==> src/rtl/line_code_pkg.sv <==
// Shared line-code definitions for the Manchester encoder and downstream decoder.
//   line_state_t : encoder FSM state encoding (IDLE / FIRST / SECOND)
//   MAN_ONE      : chip pair sent for a data 1 (first chip in bit 1)
//   MAN_ZERO     : chip pair sent for a data 0
//   LINE_IDLE    : level driven on the line when no word is in flight
package line_code_pkg;

    typedef enum logic [1:0] {
        IDLE   = 2'd0,
        FIRST  = 2'd1,
        SECOND = 2'd2
    } line_state_t;

    localparam logic [1:0] MAN_ONE   = 2'b10;
    localparam logic [1:0] MAN_ZERO  = 2'b01;
    localparam logic       LINE_IDLE = 1'b0;

    // Chip pair for one data bit; bit [1] goes out first.
    function automatic logic [1:0] man_pair(input logic b);
        return b ? MAN_ONE : MAN_ZERO;
    endfunction

endpackage

==> src/rtl/manchester_encoder_if.sv <==
// Word handshake between a data source and the Manchester encoder.
//   data_in    : word to encode, sampled when data_valid && data_ready
//   data_valid : source holds a valid word
//   data_ready : encoder can take a word this cycle
interface manchester_encoder_if #(
    parameter int unsigned DATA_W = 8
) ();

    logic [DATA_W-1:0] data_in;
    logic              data_valid;
    logic              data_ready;

    modport master (
        output data_in,
        output data_valid,
        input  data_ready
    );

    modport slave (
        input  data_in,
        input  data_valid,
        output data_ready
    );

endinterface

==> src/rtl/manchester_encoder.sv <==
// Parallel-to-serial Manchester encoder, MSB first, one chip per clock.
//   clk            : chip clock, rising edge
//   rst            : asynchronous reset, active low
//   bus            : word handshake (data_in / data_valid / data_ready)
//   manchester_out : registered chip stream
//   line_active    : 1 while manchester_out carries a chip of a word
//   bits_sent      : data bits completed since reset, wraps at 16 bits
module manchester_encoder
    import line_code_pkg::*;
#(
    parameter int unsigned DATA_W = 8
) (
    input  logic                    clk,
    input  logic                    rst,
    manchester_encoder_if.slave     bus,
    output logic                    manchester_out,
    output logic                    line_active,
    output logic [15:0]             bits_sent
);

    localparam int unsigned IDX_W = (DATA_W > 1) ? $clog2(DATA_W) : 1;
    localparam logic [IDX_W-1:0] LAST_IDX = IDX_W'(DATA_W - 1);

    line_state_t       state_q, state_d;
    logic [DATA_W-1:0] shift_q, shift_d;
    logic [IDX_W-1:0]  idx_q, idx_d;
    logic              chip_d;
    logic              active_d;
    logic [1:0]        pair_d;
    logic              last_bit_c;
    logic              take_c;

    // Ready only while idle or on the second chip of the last bit.
    assign last_bit_c     = (state_q == SECOND) && (idx_q == LAST_IDX);
    assign bus.data_ready = (state_q == IDLE) || last_bit_c;
    assign take_c         = bus.data_valid && bus.data_ready;

    // State, datapath and registered outputs.
    always_ff @(posedge clk or negedge rst) begin
        if (!rst) begin
            state_q        <= IDLE;
            shift_q        <= '0;
            idx_q          <= '0;
            manchester_out <= LINE_IDLE;
            line_active    <= 1'b0;
            bits_sent      <= '0;
        end else begin
            state_q        <= state_d;
            shift_q        <= shift_d;
            idx_q          <= idx_d;
            manchester_out <= chip_d;
            line_active    <= active_d;
            if (state_q == SECOND) begin
                bits_sent <= bits_sent + 16'd1;
            end
        end
    end

    // Next state and datapath.
    always_comb begin
        state_d = state_q;
        shift_d = shift_q;
        idx_d   = idx_q;
        unique case (state_q)
            IDLE: begin
                if (take_c) begin
                    shift_d = bus.data_in;
                    idx_d   = '0;
                    state_d = FIRST;
                end
            end
            FIRST: begin
                state_d = SECOND;
            end
            SECOND: begin
                if (!last_bit_c) begin
                    shift_d = shift_q << 1;
                    idx_d   = idx_q + IDX_W'(1);
                    state_d = FIRST;
                end else if (take_c) begin
                    shift_d = bus.data_in;
                    idx_d   = '0;
                    state_d = FIRST;
                end else begin
                    state_d = IDLE;
                end
            end
            default: begin
                state_d = IDLE;
            end
        endcase
    end

    // Next chip follows the next state so the line lines up with the FSM.
    always_comb begin
        chip_d   = LINE_IDLE;
        active_d = 1'b0;
        pair_d   = man_pair(shift_d[DATA_W-1]);
        unique case (state_d)
            FIRST: begin
                chip_d   = pair_d[1];
                active_d = 1'b1;
            end
            SECOND: begin
                chip_d   = pair_d[0];
                active_d = 1'b1;
            end
            default: begin
                chip_d   = LINE_IDLE;
                active_d = 1'b0;
            end
        endcase
    end

endmodule

==> src/flat_wrapper.sv <==
// flat-port wrapper written by rule: the top's interface ports become plain ports
module manchester_encoder_flat import line_code_pkg::*;
#(
    parameter int unsigned DATA_W = 8
)
  (clk, rst, manchester_out, line_active, bits_sent, bus_data_in, bus_data_valid, bus_data_ready);
  manchester_encoder_if #(.DATA_W(DATA_W)) bus_i ();
  input  logic clk;
  input  logic rst;
  output logic manchester_out;
  output logic line_active;
  output logic [15:0] bits_sent;
  input wire logic [$bits(bus_i.data_in)-1:0] bus_data_in;
  input wire logic [$bits(bus_i.data_valid)-1:0] bus_data_valid;
  output wire logic [$bits(bus_i.data_ready)-1:0] bus_data_ready;
  assign bus_i.data_in = bus_data_in;
  assign bus_i.data_valid = bus_data_valid;
  assign bus_data_ready = bus_i.data_ready;
  manchester_encoder #(.DATA_W(DATA_W)) u_core (.clk(clk), .rst(rst), .bus(bus_i), .manchester_out(manchester_out), .line_active(line_active), .bits_sent(bits_sent));
endmodule
==> config.mk <==
export PLATFORM = sky130hd
export DESIGN_NAME = manchester_encoder_flat
export DESIGN_NICKNAME = d
export VERILOG_FILES = /design/src/rtl/line_code_pkg.sv /design/src/rtl/manchester_encoder_if.sv /design/src/rtl/manchester_encoder.sv /design/src/flat_wrapper.sv
export SDC_FILE = /design/constraint.sdc
export NUM_CORES = 1
export LEC_CHECK = 0
export ABC_AREA = 1
export CORE_MARGIN = 2
export CORE_UTILIZATION = 35
export DETAILED_ROUTE_END_ITERATION = 16
export PLACE_DENSITY = 0.55
export SLEW_MARGIN = 20
export SYNTH_ARGS = -nofsm -noshare
export SYNTH_HDL_FRONTEND = slang
export SYNTH_SLANG_ARGS = --single-unit
==> constraint.sdc <==
create_clock -name clk -period 2.4 [get_ports clk]
set_input_delay 0.72 -clock clk [delete_from_list [all_inputs] [get_ports clk]]
set_output_delay 0.72 -clock clk [all_outputs]
set_load 0.05 [all_outputs]
==> results of run 1 <==
## per-stage QoR
step                utilization, %  worst slack (ns)  area, µm²
detailed placement           46.17            0.4146       1887
global route                 47.95           0.06017       1959
global placement             46.17            0.4338       1887
finish                       47.95            0.1165       1959
floorplan                        -            0.6184       1521
CTS                          47.95            0.1015       1959
## routing by layer
metal	share of wire [%]	global-route usage, %
met5	0	0
met4	1.0	5.769
met3	5.4	4.906
met1	46	16.32
met2	47	22.01
## kinds of logic (layout without fill, tap and decap cells)
group | Yosys count | after routing | share of synthesized area, %
compound gates | 14 | 14 | 6.333
xor+xnor | 11 | 11 | 6.332
fa+ha+maj | 3 | 3 | 2.467
buf+inv | 24 | 61 | 6.086
flops | 31 | 31 | 50.99
simple gates | 83 | 83 | 27.80
## state kept, by name, summed over array words and instances (netlist names)
register               flops
u_core.manchester_out      1
u_core.idx_q               3
u_core.shift_q             8
u_core.line_active         1
u_core.bits_sent          16
u_core.state_q             2
## Yosys cell counts
cell / n / area, µm²
dfrtp_1: 31 / 775.7
and3_1: 1 / 6.260
nor2_2: 2 / 12.51
a22oi_1: 3 / 22.52
inv_2: 1 / 3.750
nor2_4: 4 / 45.04
nand2_1: 33 / 123.9
nand2_2: 2 / 12.51
nand3_1: 9 / 45.04
inv_4: 1 / 6.260
a22o_1: 2 / 17.52
nand3_2: 1 / 10.01
inv_1: 21 / 78.83
nand2_4: 4 / 45.04
xor2_1: 5 / 43.79
ha_1: 3 / 37.54
clkinv_1: 1 / 3.750
o22ai_1: 3 / 18.77
o21ai_2: 1 / 8.760
o21ai_0: 4 / 20.02
nand3b_1: 1 / 7.510
nor3_1: 4 / 20.02
xnor2_1: 6 / 52.55
a2bb2oi_1: 1 / 8.760
nand4_1: 5 / 31.28
nor2_1: 17 / 63.81
## cell type report
class	instances	area, µm²
fill	391	2127
sequential	31	775.7
multi-input combinational	111	653.1
timing repair buffer	31	302.8
inverter	24	92.59
clock buffer	6	72.57
tap	50	62.56
## cell usage in the layout (no fill, tap or decap), types with 2 or more instances in the layout
master | synthesis | final
ha_1 | 3 | 3
inv_1 | 21 | 21
nand2_2 | 2 | 2
nand2_4 | 4 | 4
nand2_1 | 33 | 33
nand3_1 | 9 | 9
nand4_1 | 5 | 5
nor2_1 | 17 | 17
buf_4 | 0 | 3
clkbuf_8 | 0 | 5
nor2_4 | 4 | 4
nor3_1 | 4 | 4
nor2_2 | 2 | 2
xnor2_1 | 6 | 6
o22ai_1 | 3 | 3
xor2_1 | 5 | 5
a22oi_1 | 3 | 3
clkdlybuf4s50_1 | 0 | 28
dfrtp_1 | 31 | 31
a22o_1 | 2 | 2
o21ai_0 | 4 | 4
## worst max path at each step
stage | slack, ns | endpoint | cells past startpoint | from
floorplan | 0.62 | bus_data_ready | 4 | u_core.idx_q[0]
global placement | 0.43 | bits_sent[10] | 1 | u_core.bits_sent[10]
detailed placement | 0.41 | bits_sent[6] | 1 | u_core.bits_sent[6]
CTS | 0.10 | bits_sent[6] | 1 | u_core.bits_sent[6]
global route | 0.06 | bits_sent[6] | 1 | u_core.bits_sent[6]
finish | 0.12 | bits_sent[6] | 1 | u_core.bits_sent[6]
## power groups by stage
stage | clock network (mW) | logic [mW] | registers, mW
after floorplan | 0 | 0.554 | 1.04
after global placement | 0 | 1.06 | 0.843
after detailed placement | 0 | 1.06 | 0.846
after CTS | 0.386 | 1.06 | 0.840
after global routing | 0.413 | 1.15 | 0.863
final | 0.369 | 1.04 | 0.837
==> flow_summary.json, run 1 <==
{
  "layout.cells.non_filler": 253,
  "hp-start": "u_core.shift_q[1]",
  "yosysWarnings": 0,
  "intPower_mw": 1.279,
  "final_hold_viol_count": 0,
  "grt_usage_pct": 13.60,
  "crit_family": "buffers and inverters",
  "syn_inst": 166,
  "clk_pin_slew_ns": 0.06,
  "drv_cap": 0,
  "final_nets": 218,
  "holdWs_ns": 0.5031,
  "vias_per_cell": 4.684,
  "switching_share_pct": 43.11,
  "synth-seq-cells": 31,
  "hold_class": "reg -> reg",
  "cts_buffer_depth": 2,
  "synth_area_um2": 1521,
  "slowest_delay_ns": 0.84,
  "combPwrFrac_pct": 46.3,
  "worstMarginPinSlew_ns": 0.5246,
  "max_freq_mhz": 437.9,
  "cts_root_buffer": "clkbuf_8",
  "critPathMaxFanout": 6,
  "area_growth_pct": 28.78,
  "start_kind": "register",
  "p_leak_nw": 0.9287,
  "crit_chain": "clkdlybuf4s50_1",
  "drtIter0Drc": 25,
  "die_w_um": 69.93,
  "grt_max_degree": 32,
  "syn_avg_cell_area_um2": 9.165,
  "yosysSeqAreaShare_pct": 50.99,
  "clkPwrFrac_pct": 16.4,
  "fin_crit_ns": 2.283,
  "cts_buffers": 5,
  "gr-total-overflow": 0,
  "crit_arrival_ns": 1.56,
  "drive_gt1_share_pct": 11.82,
  "endpoint_kind": "primary output",
  "holdPathStages": 2,
  "dieHeight_um": 69.93,
  "grt_pass1_vias": 1195,
  "rsz0062_at_grt": "false",
  "num_vias": 1185,
  "post_cts_buffers": 0,
  "cts_tree": "done",
  "initial_core_util_pct": 37.23,
  "grt_first_pass_wirelength_um": 5223,
  "finalCritPeriodShare_pct": 95.14,
  "total_power_mw": 2.249,
  "r2r_slack_ns": 0.90,
  "relSlewSlack_pct": 64.92,
  "synth_nets": 180,
  "cts_hold_buf": 0,
  "status": "completed",
  "antenna_found_initial": 0,
  "gp_congestion": 0.7929,
  "critPathKind": "reg -> out",
  "diodes": 0,
  "r2r-end": "u_core.shift_q[7]",
  "port_buffers": 29,
  "fin_tns_setup_ns": 0,
  "ios": 30,
  "firstDrtPassIters": 4,
  "h-tree-depth": 2,
  "reg2reg_from": "u_core.idx_q[0]",
  "p_sw_uw": 969.5,
  "antenna_left": 0,
  "power.share.sequential_pct": 37.2,
  "whs_endpoint": "u_core.shift_q[2]",
  "wl_um": 3001,
  "die-area_um2": 4890,
  "drc": 0,
  "placed_cells": 247,
  "cp.required_ns": 1.68,
  "worst_skew_pair.late_latency_ns": 0.28,
  "report.final.slew_viol_count": 0,
  "setup_violations": 0,
  "cts_resized": 0,
  "critical-path-slowest-cell": "clkdlybuf4s50_1",
  "avgRoutedWirePerCell_um": 11.86,
  "irDropWorstVdd_v": 0.0004701,
  "pwr_density_cell_nw_per_um2": 1148,
  "cp_num_buf_inv": 1,
  "skew_ns": 0.008138,
  "rows": 23,
  "clock-sinks": 31,
  "coreArea_um2": 4086,
  "synth_cell_types": 26,
  "r2r_cells": 7,
  "dp_hpwl_um": 2291
}
Power figures use the tool's default switching activity.
==> inputs of run 2 (changes only) <==
- CORE_UTILIZATION: 35 -> 25
- PLACE_DENSITY: 0.55 -> 0.42
- SETUP_SLACK_MARGIN: default -> 0.5
==> run 2 against run 1 <==
Global-route usage is 2.4 points lower; clock power is 3% higher; sequential cell count stayed put; utilization is 13 points lower; wire length is 9.0% higher; register-to-register slack worse by 0.03 ns; worst setup slack better by 0.16 ns.
==> flow_summary.json, run 2 (synthesized netlist as in run 1, its figures left out) <==
{
  "die_w_um": 82.01,
  "crit_arrival_ns": 1.41,
  "grt_usage_pct": 11.23,
  "final_cell_area_um2": 2054,
  "diodes": 0,
  "drc": 0,
  "cp.required_ns": 1.68,
  "coreArea_um2": 5886,
  "cp-startpoint": "u_core.idx_q[0]",
  "relSlewSlack_pct": 67.88,
  "max_freq_mhz": 470.2,
  "antenna_found_initial": 0,
  "port_buffers": 29,
  "holdWs_ns": 0.5188,
  "layout_common_cells": "nand2_1, dfrtp_1, inv_1",
  "crit_family": "flip-flops",
  "num_vias": 1225,
  "start_kind": "register",
  "grt_max_degree": 32,
  "finalCritPeriodShare_pct": 88.61,
  "status": "completed",
  "vias_per_cell": 4.359,
  "drtIter0Drc": 36,
  "initial_core_util_pct": 25.85,
  "slowest_delay_ns": 0.39,
  "report.final.slew_viol_count": 0,
  "worst_skew_pair.late_latency_ns": 0.28,
  "area_growth_pct": 35.03,
  "final_hold_viol_count": 0,
  "rows": 28,
  "clock-sinks": 31,
  "gr-total-overflow": 0,
  "grt_first_pass_wirelength_um": 5575,
  "worstMarginPinSlew_ns": 0.4837,
  "cts_buffers": 5,
  "r2r-end": "u_core.shift_q[6]",
  "drive_gt1_share_pct": 21.84,
  "cts_buffer_depth": 2,
  "cts_root_buffer": "clkbuf_8",
  "clk_pin_slew_ns": 0.06,
  "cts_tree": "done",
  "irDropWorstVdd_v": 0.0004622,
  "ios": 30,
  "final_nets": 221,
  "hold_class": "reg -> reg",
  "critPathKind": "reg -> out",
  "crit_chain": "ha_2 > ha_4 > o21ai_4 > inv_2 > buf_8",
  "drv_cap": 0,
  "largest_reg_flops": 16,
  "firstDrtPassIters": 5,
  "r2r_cells": 8,
  "h-tree-depth": 2,
  "endpoint_kind": "primary output",
  "antenna_left": 0,
  "fin_tns_setup_ns": 0,
  "wl_um": 3270,
  "grt_pass1_vias": 1242,
  "rsz0062_at_grt": "true",
  "die-area_um2": 6726,
  "crit_cells": 5,
  "reg.largest.list": "u_core.bits_sent x16, u_core.shift_q x8, u_core.idx_q x3",
  "pwr_density_cell_nw_per_um2": 1137,
  "largest_register": "u_core.bits_sent",
  "post_dp_cell_area_um2": 1918,
  "critical-path-slowest-cell": "dfrtp_1",
  "p_leak_nw": 0.9545,
  "gp_congestion": 0.7924,
  "r2r_slack_ns": 0.87,
  "avgRoutedWirePerCell_um": 11.64,
  "skew_ns": 0.004051,
  "critPathMaxFanout": 2,
  "cp_num_buf_inv": 2,
  "dieHeight_um": 82.01,
  "reg2reg_from": "u_core.idx_q[0]",
  "fin_crit_ns": 2.127,
  "layout.cells.most_common": "nand2_1",
  "cts_hold_buf": 0,
  "setup_violations": 0,
  "dp_hpwl_um": 2464,
  "cp-endpoint": "bus_data_ready"
}
run 2: what timing repair did:
action / in CTS / in global routing
gates cloned: 0 / 0
setup buffers: 3 / 0
resized for setup: 53 / 5
pin swaps: 1 / 1
endpoints found under the hold margin: 0 / 0
setup endpoints to repair: 19 / 2
run 2: how the worst min path moves through the flow:
stage	cells after the start	to	from	slack (ns)
final	2	u_core.shift_q[2]	u_core.shift_q[1]	0.52
after global routing	1	u_core.bits_sent[11]	u_core.bits_sent[11]	0.54
after CTS	2	u_core.shift_q[2]	u_core.shift_q[1]	0.53
after detailed placement	1	u_core.idx_q[0]	u_core.idx_q[0]	0.50
after global placement	1	u_core.idx_q[0]	u_core.idx_q[0]	0.49
after floorplan	0	u_core.bits_sent[0]	rst	0.42
run 2: power by group:
| part | switching, mW | internal, mW |
|---|---|---|
| registers | 0.150 | 0.696 |
| logic | 0.686 | 0.426 |
| clock network | 0.186 | 0.193 |
run 2: tightest hold or removal path: cells and delay by family, from the launching register on:
| kind | cells | cell delay [ns] |
|---|---|---|
| DFF | 1 | 0.35 |
| and+or+nand+nor | 1 | 0.07 |
| AOI/OAI and AO/OA | 1 | 0.07 |
run 2: final cells by class:
type / instances / area (µm²)
inverter: 24 / 92.59
fill: 609 / 3831
tap: 75 / 93.84
sequential: 31 / 775.7
clock buffer: 6 / 72.57
timing repair buffer: 34 / 344.1
multi-input combinational: 111 / 675.6
run 2: metrics by stage:
stage	cells	setup WS, ns	utilization, %	total power [mW]
3_5_place_dp	272	0.4190	32.59	1.930
4_1_cts	281	0.2736	34.65	2.343
6_report	281	0.2734	34.91	2.336
2_1_floorplan	166	0.6184	-	1.598
3_3_place_gp	272	0.4327	32.59	1.906
5_1_grt	281	0.2092	34.91	2.512
run 2: routing by layer:
metal | vias to the layer above | wire length (µm) | global-route usage (%) | share of wire (%)
met5 | - | 0 | 0 | 0
met4 | 0 | 73 | 5.500 | 2.2
met3 | 7 | 207 | 3.846 | 6.3
met2 | 34 | 1599 | 19.19 | 49
met1 | 573 | 1390 | 12.41 | 43
li1 | 611 | - | - | -
